File: config.mk
export PLATFORM = sky130hd
export DESIGN_NAME = idu_alu_issue
export DESIGN_NICKNAME = d
export VERILOG_FILES = /design/src/rtl/idu_alu_issue_pkg.sv /design/src/rtl/idu_alu_issue_imm_gen.sv /design/src/rtl/idu_alu_issue.sv
export SDC_FILE = /design/constraint.sdc
export NUM_CORES = 1
export LEC_CHECK = 0
export ABC_AREA = 1
export ABC_CLOCK_PERIOD_IN_PS = 1250
export CAP_MARGIN = 20
export CELL_PAD_IN_SITES_DETAIL_PLACEMENT = 1
export CELL_PAD_IN_SITES_GLOBAL_PLACEMENT = 1
export CORE_MARGIN = 8
export CORE_UTILIZATION = 30
export DETAILED_ROUTE_END_ITERATION = 10
export PLACE_DENSITY = 0.79
export SYNTH_ARGS = -nofsm -noshare
export SYNTH_HDL_FRONTEND = slang
export SYNTH_SLANG_ARGS = --single-unit
File: constraint.sdc
create_clock -name clk -period 1.25 [get_ports clk]
set_input_delay 0.1875 -clock clk [delete_from_list [all_inputs] [get_ports clk]]
set_output_delay 0.1875 -clock clk [all_outputs]
set_load 0.1 [all_outputs]
File: src/rtl/idu_alu_issue_pkg.sv
`default_nettype none
// ============================================================================
// Module : idu_alu_issue_pkg
// Purpose: Shared constants and types for the ALU decode/issue stage:
//          RV32I opcodes, 4-bit ALU control codes, the branch-none code,
//          the issue-slot payload struct and the funct3-to-ALU mapping.
// Ports  : none (package)
// Rev    : 1.0  initial release
// ============================================================================
package idu_alu_issue_pkg;

   localparam int XLEN = 32;

   localparam logic [6:0] OPC_OP     = 7'b0110011;
   localparam logic [6:0] OPC_OPIMM  = 7'b0010011;
   localparam logic [6:0] OPC_LUI    = 7'b0110111;
   localparam logic [6:0] OPC_AUIPC  = 7'b0010111;
   localparam logic [6:0] OPC_BRANCH = 7'b1100011;

   localparam logic [3:0] ALU_ADD  = 4'b0000;
   localparam logic [3:0] ALU_SUB  = 4'b1000;
   localparam logic [3:0] ALU_SLL  = 4'b0001;
   localparam logic [3:0] ALU_SLT  = 4'b0010;
   localparam logic [3:0] ALU_SLTU = 4'b1010;
   localparam logic [3:0] ALU_PASB = 4'b0011;
   localparam logic [3:0] ALU_XOR  = 4'b0100;
   localparam logic [3:0] ALU_SRL  = 4'b0101;
   localparam logic [3:0] ALU_SRA  = 4'b1101;
   localparam logic [3:0] ALU_OR   = 4'b0110;
   localparam logic [3:0] ALU_AND  = 4'b0111;

   localparam logic [2:0] BR_NONE = 3'b010;

   typedef struct packed {
      logic [3:0]      alu_ctr;
      logic [XLEN-1:0] alu_a;
      logic [XLEN-1:0] alu_b;
      logic [4:0]      rd;
      logic            wb_en;
      logic [2:0]      br;
      logic [XLEN-1:0] br_tgt;
      logic            illegal;
   } issue_t;

   localparam issue_t ISSUE_RST = '{alu_ctr: 4'b0, alu_a: '0, alu_b: '0, rd: 5'b0,
                                    wb_en: 1'b0, br: BR_NONE, br_tgt: '0, illegal: 1'b0};

   // funct3 to ALU code; alt selects sub/sra. sltu is not {0,funct3}.
   function automatic logic [3:0] alu_from_f3(input logic [2:0] f3, input logic alt);
      logic [3:0] code;
      code = ALU_ADD;
      case (f3)
         3'b000:  code = alt ? ALU_SUB : ALU_ADD;
         3'b001:  code = ALU_SLL;
         3'b010:  code = ALU_SLT;
         3'b011:  code = ALU_SLTU;
         3'b100:  code = ALU_XOR;
         3'b101:  code = alt ? ALU_SRA : ALU_SRL;
         3'b110:  code = ALU_OR;
         default: code = ALU_AND;
      endcase
      return code;
   endfunction

endpackage
`default_nettype wire

File: src/rtl/idu_alu_issue_imm_gen.sv
`default_nettype none
// ============================================================================
// Module : idu_alu_issue_imm_gen
// Purpose: Combinational I/U/B immediate extraction with sign extension.
// Ports  : inst_i   - 32-bit instruction word
//          imm_i_o  - sign-extended I-immediate
//          imm_u_o  - U-immediate ({inst[31:12], 12'b0})
//          imm_b_o  - sign-extended B-immediate (byte offset)
// Rev    : 1.0  initial release
// ============================================================================
module idu_alu_issue_imm_gen (
   input  logic [31:0] inst_i,
   output logic [31:0] imm_i_o,
   output logic [31:0] imm_u_o,
   output logic [31:0] imm_b_o
);

   assign imm_i_o = {{20{inst_i[31]}}, inst_i[31:20]};
   assign imm_u_o = {inst_i[31:12], 12'b0};
   assign imm_b_o = {{20{inst_i[31]}}, inst_i[7], inst_i[30:25], inst_i[11:8], 1'b0};

endmodule
`default_nettype wire

File: src/rtl/idu_alu_issue.sv
`default_nettype none
// ============================================================================
// Module : idu_alu_issue
// Purpose: RV32I decode-and-issue stage for the ALU. Decodes ALU-class
//          instructions, reads the register file, selects operands and holds
//          the result in a one-entry slot drained by the EXU.
// Ports  : clk/rst_n           - clock, async active-low reset
//          flush               - kill held and incoming instruction
//          in_valid/in_ready   - IFU handshake, in_inst/in_pc payload
//          rf_raddr1/2, rf_rdata1/2 - same-cycle register file read
//          out_valid/out_ready - EXU handshake
//          out_alu_ctr/a/b, out_rd, out_wb_en, out_br, out_br_tgt,
//          out_illegal         - issued payload
// Rev    : 1.0  initial release
// ============================================================================
module idu_alu_issue #(
   parameter int XLEN = 32   // only 32 is supported
) (
   input  logic            clk,
   input  logic            rst_n,
   input  logic            flush,
   input  logic            in_valid,
   output logic            in_ready,
   input  logic [31:0]     in_inst,
   input  logic [XLEN-1:0] in_pc,
   output logic [4:0]      rf_raddr1,
   output logic [4:0]      rf_raddr2,
   input  logic [XLEN-1:0] rf_rdata1,
   input  logic [XLEN-1:0] rf_rdata2,
   output logic            out_valid,
   input  logic            out_ready,
   output logic [3:0]      out_alu_ctr,
   output logic [XLEN-1:0] out_alu_a,
   output logic [XLEN-1:0] out_alu_b,
   output logic [4:0]      out_rd,
   output logic            out_wb_en,
   output logic [2:0]      out_br,
   output logic [XLEN-1:0] out_br_tgt,
   output logic            out_illegal
);
   import idu_alu_issue_pkg::*;

   logic [6:0]  opc;
   logic [2:0]  f3;
   logic [6:0]  f7;
   logic [4:0]  rd;
   logic [31:0] imm_i, imm_u, imm_b;
   logic        accept;
   logic        valid_q, valid_d;
   issue_t      slot_q, slot_d;

   assign opc = in_inst[6:0];
   assign rd  = in_inst[11:7];
   assign f3  = in_inst[14:12];
   assign f7  = in_inst[31:25];

   assign rf_raddr1 = in_inst[19:15];
   assign rf_raddr2 = in_inst[24:20];

   idu_alu_issue_imm_gen u_imm_gen (
      .inst_i  (in_inst),
      .imm_i_o (imm_i),
      .imm_u_o (imm_u),
      .imm_b_o (imm_b)
   );

   // Decode; any illegal encoding falls back to code 0, operands 0, no write.
   always_comb begin
      slot_d         = ISSUE_RST;
      slot_d.rd      = rd;
      slot_d.br_tgt  = in_pc + imm_b;
      case (opc)
         OPC_OP: begin
            if (f7 == 7'h00 || (f7 == 7'h20 && (f3 == 3'b000 || f3 == 3'b101))) begin
               slot_d.alu_ctr = alu_from_f3(f3, f7[5]);
               slot_d.alu_a   = rf_rdata1;
               slot_d.alu_b   = rf_rdata2;
               slot_d.wb_en   = (rd != 5'd0);
            end else begin
               slot_d.illegal = 1'b1;
            end
         end
         OPC_OPIMM: begin
            // Shifts use imm[11:5] as a funct7; only srai may set bit 30.
            if ((f3 == 3'b001 && f7 != 7'h00) ||
                (f3 == 3'b101 && f7 != 7'h00 && f7 != 7'h20)) begin
               slot_d.illegal = 1'b1;
            end else begin
               slot_d.alu_ctr = alu_from_f3(f3, (f3 == 3'b101) && f7[5]);
               slot_d.alu_a   = rf_rdata1;
               slot_d.alu_b   = (f3 == 3'b001 || f3 == 3'b101) ?
                                {27'b0, in_inst[24:20]} : imm_i;
               slot_d.wb_en   = (rd != 5'd0);
            end
         end
         OPC_LUI: begin
            slot_d.alu_ctr = ALU_PASB;
            slot_d.alu_b   = imm_u;
            slot_d.wb_en   = (rd != 5'd0);
         end
         OPC_AUIPC: begin
            slot_d.alu_ctr = ALU_ADD;
            slot_d.alu_a   = in_pc;
            slot_d.alu_b   = imm_u;
            slot_d.wb_en   = (rd != 5'd0);
         end
         OPC_BRANCH: begin
            if (f3 == 3'b010 || f3 == 3'b011) begin
               slot_d.illegal = 1'b1;
            end else begin
               slot_d.alu_ctr = (f3[2:1] == 2'b00) ? ALU_SUB :
                                (f3[2:1] == 2'b10) ? ALU_SLT : ALU_SLTU;
               slot_d.alu_a   = rf_rdata1;
               slot_d.alu_b   = rf_rdata2;
               slot_d.br      = f3;
            end
         end
         default: slot_d.illegal = 1'b1;
      endcase
   end

   // flush forces ready so the IFU never stalls on a killed slot.
   assign in_ready = ~valid_q | out_ready | flush;
   assign accept   = in_valid & in_ready & ~flush;

   always_comb begin
      valid_d = valid_q;
      if (flush)          valid_d = 1'b0;
      else if (accept)    valid_d = 1'b1;
      else if (out_ready) valid_d = 1'b0;
   end

   always_ff @(posedge clk or negedge rst_n) begin
      if (!rst_n) begin
         valid_q <= 1'b0;
         slot_q  <= ISSUE_RST;
      end else begin
         valid_q <= valid_d;
         if (accept) slot_q <= slot_d;
      end
   end

   assign out_valid   = valid_q;
   assign out_alu_ctr = slot_q.alu_ctr;
   assign out_alu_a   = slot_q.alu_a;
   assign out_alu_b   = slot_q.alu_b;
   assign out_rd      = slot_q.rd;
   assign out_wb_en   = slot_q.wb_en;
   assign out_br      = slot_q.br;
   assign out_br_tgt  = slot_q.br_tgt;
   assign out_illegal = slot_q.illegal;

endmodule
`default_nettype wire
==> tab_implementation.tex <==
\begin{tabular}{lr}
\hline
Metric & Value \\
\hline
\multicolumn{2}{l}{\textbf{STA}} \\
Max Clock Skew & 10.3 ps \\
Unrepaired setup endpoints after global routing & true \\
Worst slack on hold paths & 154 ps \\
Final period demand of the worst path & 1560 ps \\
Share of the clock period used by the worst path & 125\% \\
Upper clock frequency limit & 640 MHz \\
Worst-Margin Slew & 398 ps \\
Endpoints failing setup & 116 \\
Final worst slack & -312 ps \\
Count of final max-slew check failures & 0 \\
Final hold viol count & 0 \\
Remaining max-slew budget at the tightest pin & 73.5\% \\
\multicolumn{2}{l}{\textbf{Layout}} \\
Util after Layout & 59.5\% \\
Share of final-layout standard cells stronger than drive strength 1 & 38.5\% \\
Nets & 1939 \\
Multi-input logic area & 6560 sq um \\
Register cell area after layout & 2790 sq um \\
Synthesis-to-finish area growth & 95.7\% \\
Final std cells w/o fill & 2172 \\
Final std cell area, no fill & 17000 sq um \\
Fill cell total of the finished layout & 3251 \\
\multicolumn{2}{l}{\textbf{Synth}} \\
Post-synth cell types & 35 \\
Prevailing post-synth register cell & dfrtp\_1 \\
Number of standard cells after synthesis & 1366 \\
Share of flip-flops with an asynchronous set or reset & 100\% \\
Count of flip-flops with a built-in enable after synthesis & 0 \\
Synthesized area per cell & 6.37 sq um \\
Yosys synthesis warning count & 0 \\
Post-synthesis instance area & 8700 sq um \\
Synth Register Bits & 111 \\
Net count after synthesis & 1530 \\
Sequential share of the synthesized area & 32.0\% \\
\multicolumn{2}{l}{\textbf{CTS}} \\
Maximum number of buffers from clock root to sink & 2 \\
Clock insertion delay at the later pin of the skew report & 370 ps \\
Clock edge transition at the registers on the reported setup and hold paths & 90 ps \\
Clock root buffer & clkbuf\_16 \\
Deepest level of the CTS H-tree & 3 \\
Clock net sink count & 111 \\
Clock buffers created by TritonCTS & 9 \\
TritonCTS clock tree & yes \\
\multicolumn{2}{l}{\textbf{Pwr}} \\
Standby leakage power & 0.00845 uW \\
Sequential power share & 27.4\% \\
Switching Fraction & 43.7\% \\
Power density over the cells & 911 nW/um\^{}2 \\
Clock power share & 23.0\% \\
Total net switching power & 6780 uW \\
Combinational share of power & 49.6\% \\
Peak supply drop & 756 uV \\
Pint & 8720 uW \\
\multicolumn{2}{l}{\textbf{Drt}} \\
Count of antenna-violating nets left after detailed routing & 0 \\
Total number of vias & 12000 \\
Mean number of vias per cell & 5.53 \\
Number of optimization iterations in the first detailed-route pass & 7 \\
DRC Markers & 0 \\
Aggregate routed wire length & 54.2 mm \\
Initial drt markers & 880 \\
Routed wire per std cell & 25.0 microns \\
\multicolumn{2}{l}{\textbf{Outcome}} \\
Run status & finished with violations \\
Failing checks & setup timing \\
\multicolumn{2}{l}{\textbf{Worst setup path}} \\
Kind of end point of the critical path & register \\
Startpoint Class & register \\
Critical path class & register to register \\
Data required time at the worst endpoint & 1510 ps \\
Top fanout value on the critical path & 9 \\
Data arrival at the endpoint of the critical path & 1820 ps \\
\multicolumn{2}{l}{\textbf{Global routing}} \\
Vias in the first global route & 12800 \\
Met2 demand-to-capacity share in global routing & 51.5\% \\
Maximum number of pins on one net before global-route repair & 60 \\
Met3 Usage GRT & 5.24\% \\
Total track usage & 27.8\% \\
Global-route wire length before repair & 74.3 mm \\
Busiest grt layer & met2 \\
Global-route track usage on met1 & 30.3\% \\
Number of antenna violations at the first check in global routing & 8 \\
Gr ovfl total & 0 \\
\multicolumn{2}{l}{\textbf{Die}} \\
Number of top-level pins & 255 \\
Area of the die & 34700 sq um \\
Die span in x & 186 microns \\
Vertical extent of the die & 186 microns \\
Core Box Area & 28600 sq um \\
Number of core rows & 62 \\
Starting density of the core & 30.4\% \\
\multicolumn{2}{l}{\textbf{Placement}} \\
IO Port Bufs & 254 \\
Cell Area, Placed & 14100 sq um \\
Setup Slack @ Placement & -1140 ps \\
Routability cong. & 0.896 \\
Cell Count Post-Placement & 2091 \\
Detailed Place HPWL & 33.6 mm \\
\multicolumn{2}{l}{\textbf{Flow run}} \\
Max-cap check violation count & 0 \\
\multicolumn{2}{l}{\textbf{Worst hold path}} \\
Tightest Hold Check Type & input pin to async pin \\
\hline
\end{tabular}
## what timing repair did
action                     in CTS  in global routing
hold buffers                    1                  0
buffers inserted               23                 11
resized for setup             392                194
pin swaps                      96                 97
setup endpoints to repair     117                117
hold endpoints to repair      110                  0
gates cloned                   12                 10
## state kept, by name, indices dropped and copies added (netlist names)
signal       cells
out_valid        1
out_br           3
out_alu_b       32
out_wb_en        1
out_br_tgt      32
out_rd           5
out_alu_a       32
out_alu_ctr      4
out_illegal      1
## Yosys cell counts (14+ instances only)
library cell | number | area share, %
nand3_1 | 229 | 13
nand2_1 | 553 | 24
nor2_1 | 50 | 2.2
dfrtp_1 | 110 | 32
buf_4 | 14 | 1.2
o21ai_0 | 65 | 3.7
inv_1 | 112 | 4.8
xnor2_1 | 14 | 1.4
clkbuf_1 | 29 | 1.3
a21oi_1 | 21 | 1.2
ha_1 | 30 | 4.3
buf_2 | 29 | 1.7
nand3b_1 | 58 | 5.0
## final cells by class
cell class	instances	share of cell area [%]
Clock buffer	10	1.40
Clock inverter	6	0.588
Inverter	118	2.81
Multi-Input combinational cell	1057	38.6
Antenna cell	8	0.118
Sequential cell	111	16.4
Timing Repair Buffer	478	37.3
Tap cell	384	2.82
## power by group through the flow
stage | Combinational, uW | Clock [uW] | Sequential [uW]
2_1_floorplan | 1480 | 0 | 6080
5_1_grt | 7970 | 3710 | 4260
6_report | 7690 | 3570 | 4240
4_1_cts | 7100 | 3560 | 4230
3_3_place_gp | 6310 | 0 | 4280
3_5_place_dp | 6440 | 0 | 4290
## per-stage QoR
step	setup TNS, ps	total power, uW
final	-25100	15500
after global routing	-31800	15900
after CTS	-23360	14900
after detailed placement	-98750	10700
after global placement	-89800	10600
after floorplan	-127060	7570
## worst max-delay path: stages (launching register included)
cell	delay [ps]
dfrtp_4	490
nand3b_1	180
nand3_4	150
buf_8	190
buf_12	160
buf_12	130
nand2_1	70
nand2_1	70
## routing by layer
layer  up-vias  routed length (microns)
met5         -                       39
met1      5951                    19300
met4         6                     3040
li1       5219                        -
met2       623                    27800
met3       212                     4020
## cells by family after synthesis
group / synth area share [%]
AOI/OAI and AO/OA: 6.30
xor gates and xnor gates: 1.51
adders and majority gates: 4.55
buffers and inverters: 10.1
DFF: 32.0
and+or+nand+nor: 45.6
## layout by cell type (no fill, tap or decap), drive strengths merged, types with 5 or more instances in the layout
master and n:
a21oi 21, buf 353, clkbuf 20, clkdlybuf4s15 8
clkdlybuf4s50 79, dfrtp 110, diode 8, dlygate4sd2 24
ha 30, inv 120, nand2 553, nand3 230
nand3b 58, nand4 5, nor2 54, o21ai 76
xnor2 14
## path summary, 6_finish.rpt
kind,start,endpoint,slack [ps],depth (start not counted)
setup / recovery,out_valid,out_alu_a[2],-310,7
hold / removal,rst_n,out_alu_b[0],150,2
setup reg to reg,out_valid,out_alu_a[2],-310,7
hold reg to reg,out_rd[0],out_rd[0],550,2
max in group asynchronous,rst_n,out_br[1],490,3
min in group clk,in_inst[8],out_rd[1],210,4
Note: power is estimated with default switching activity, not from simulation.
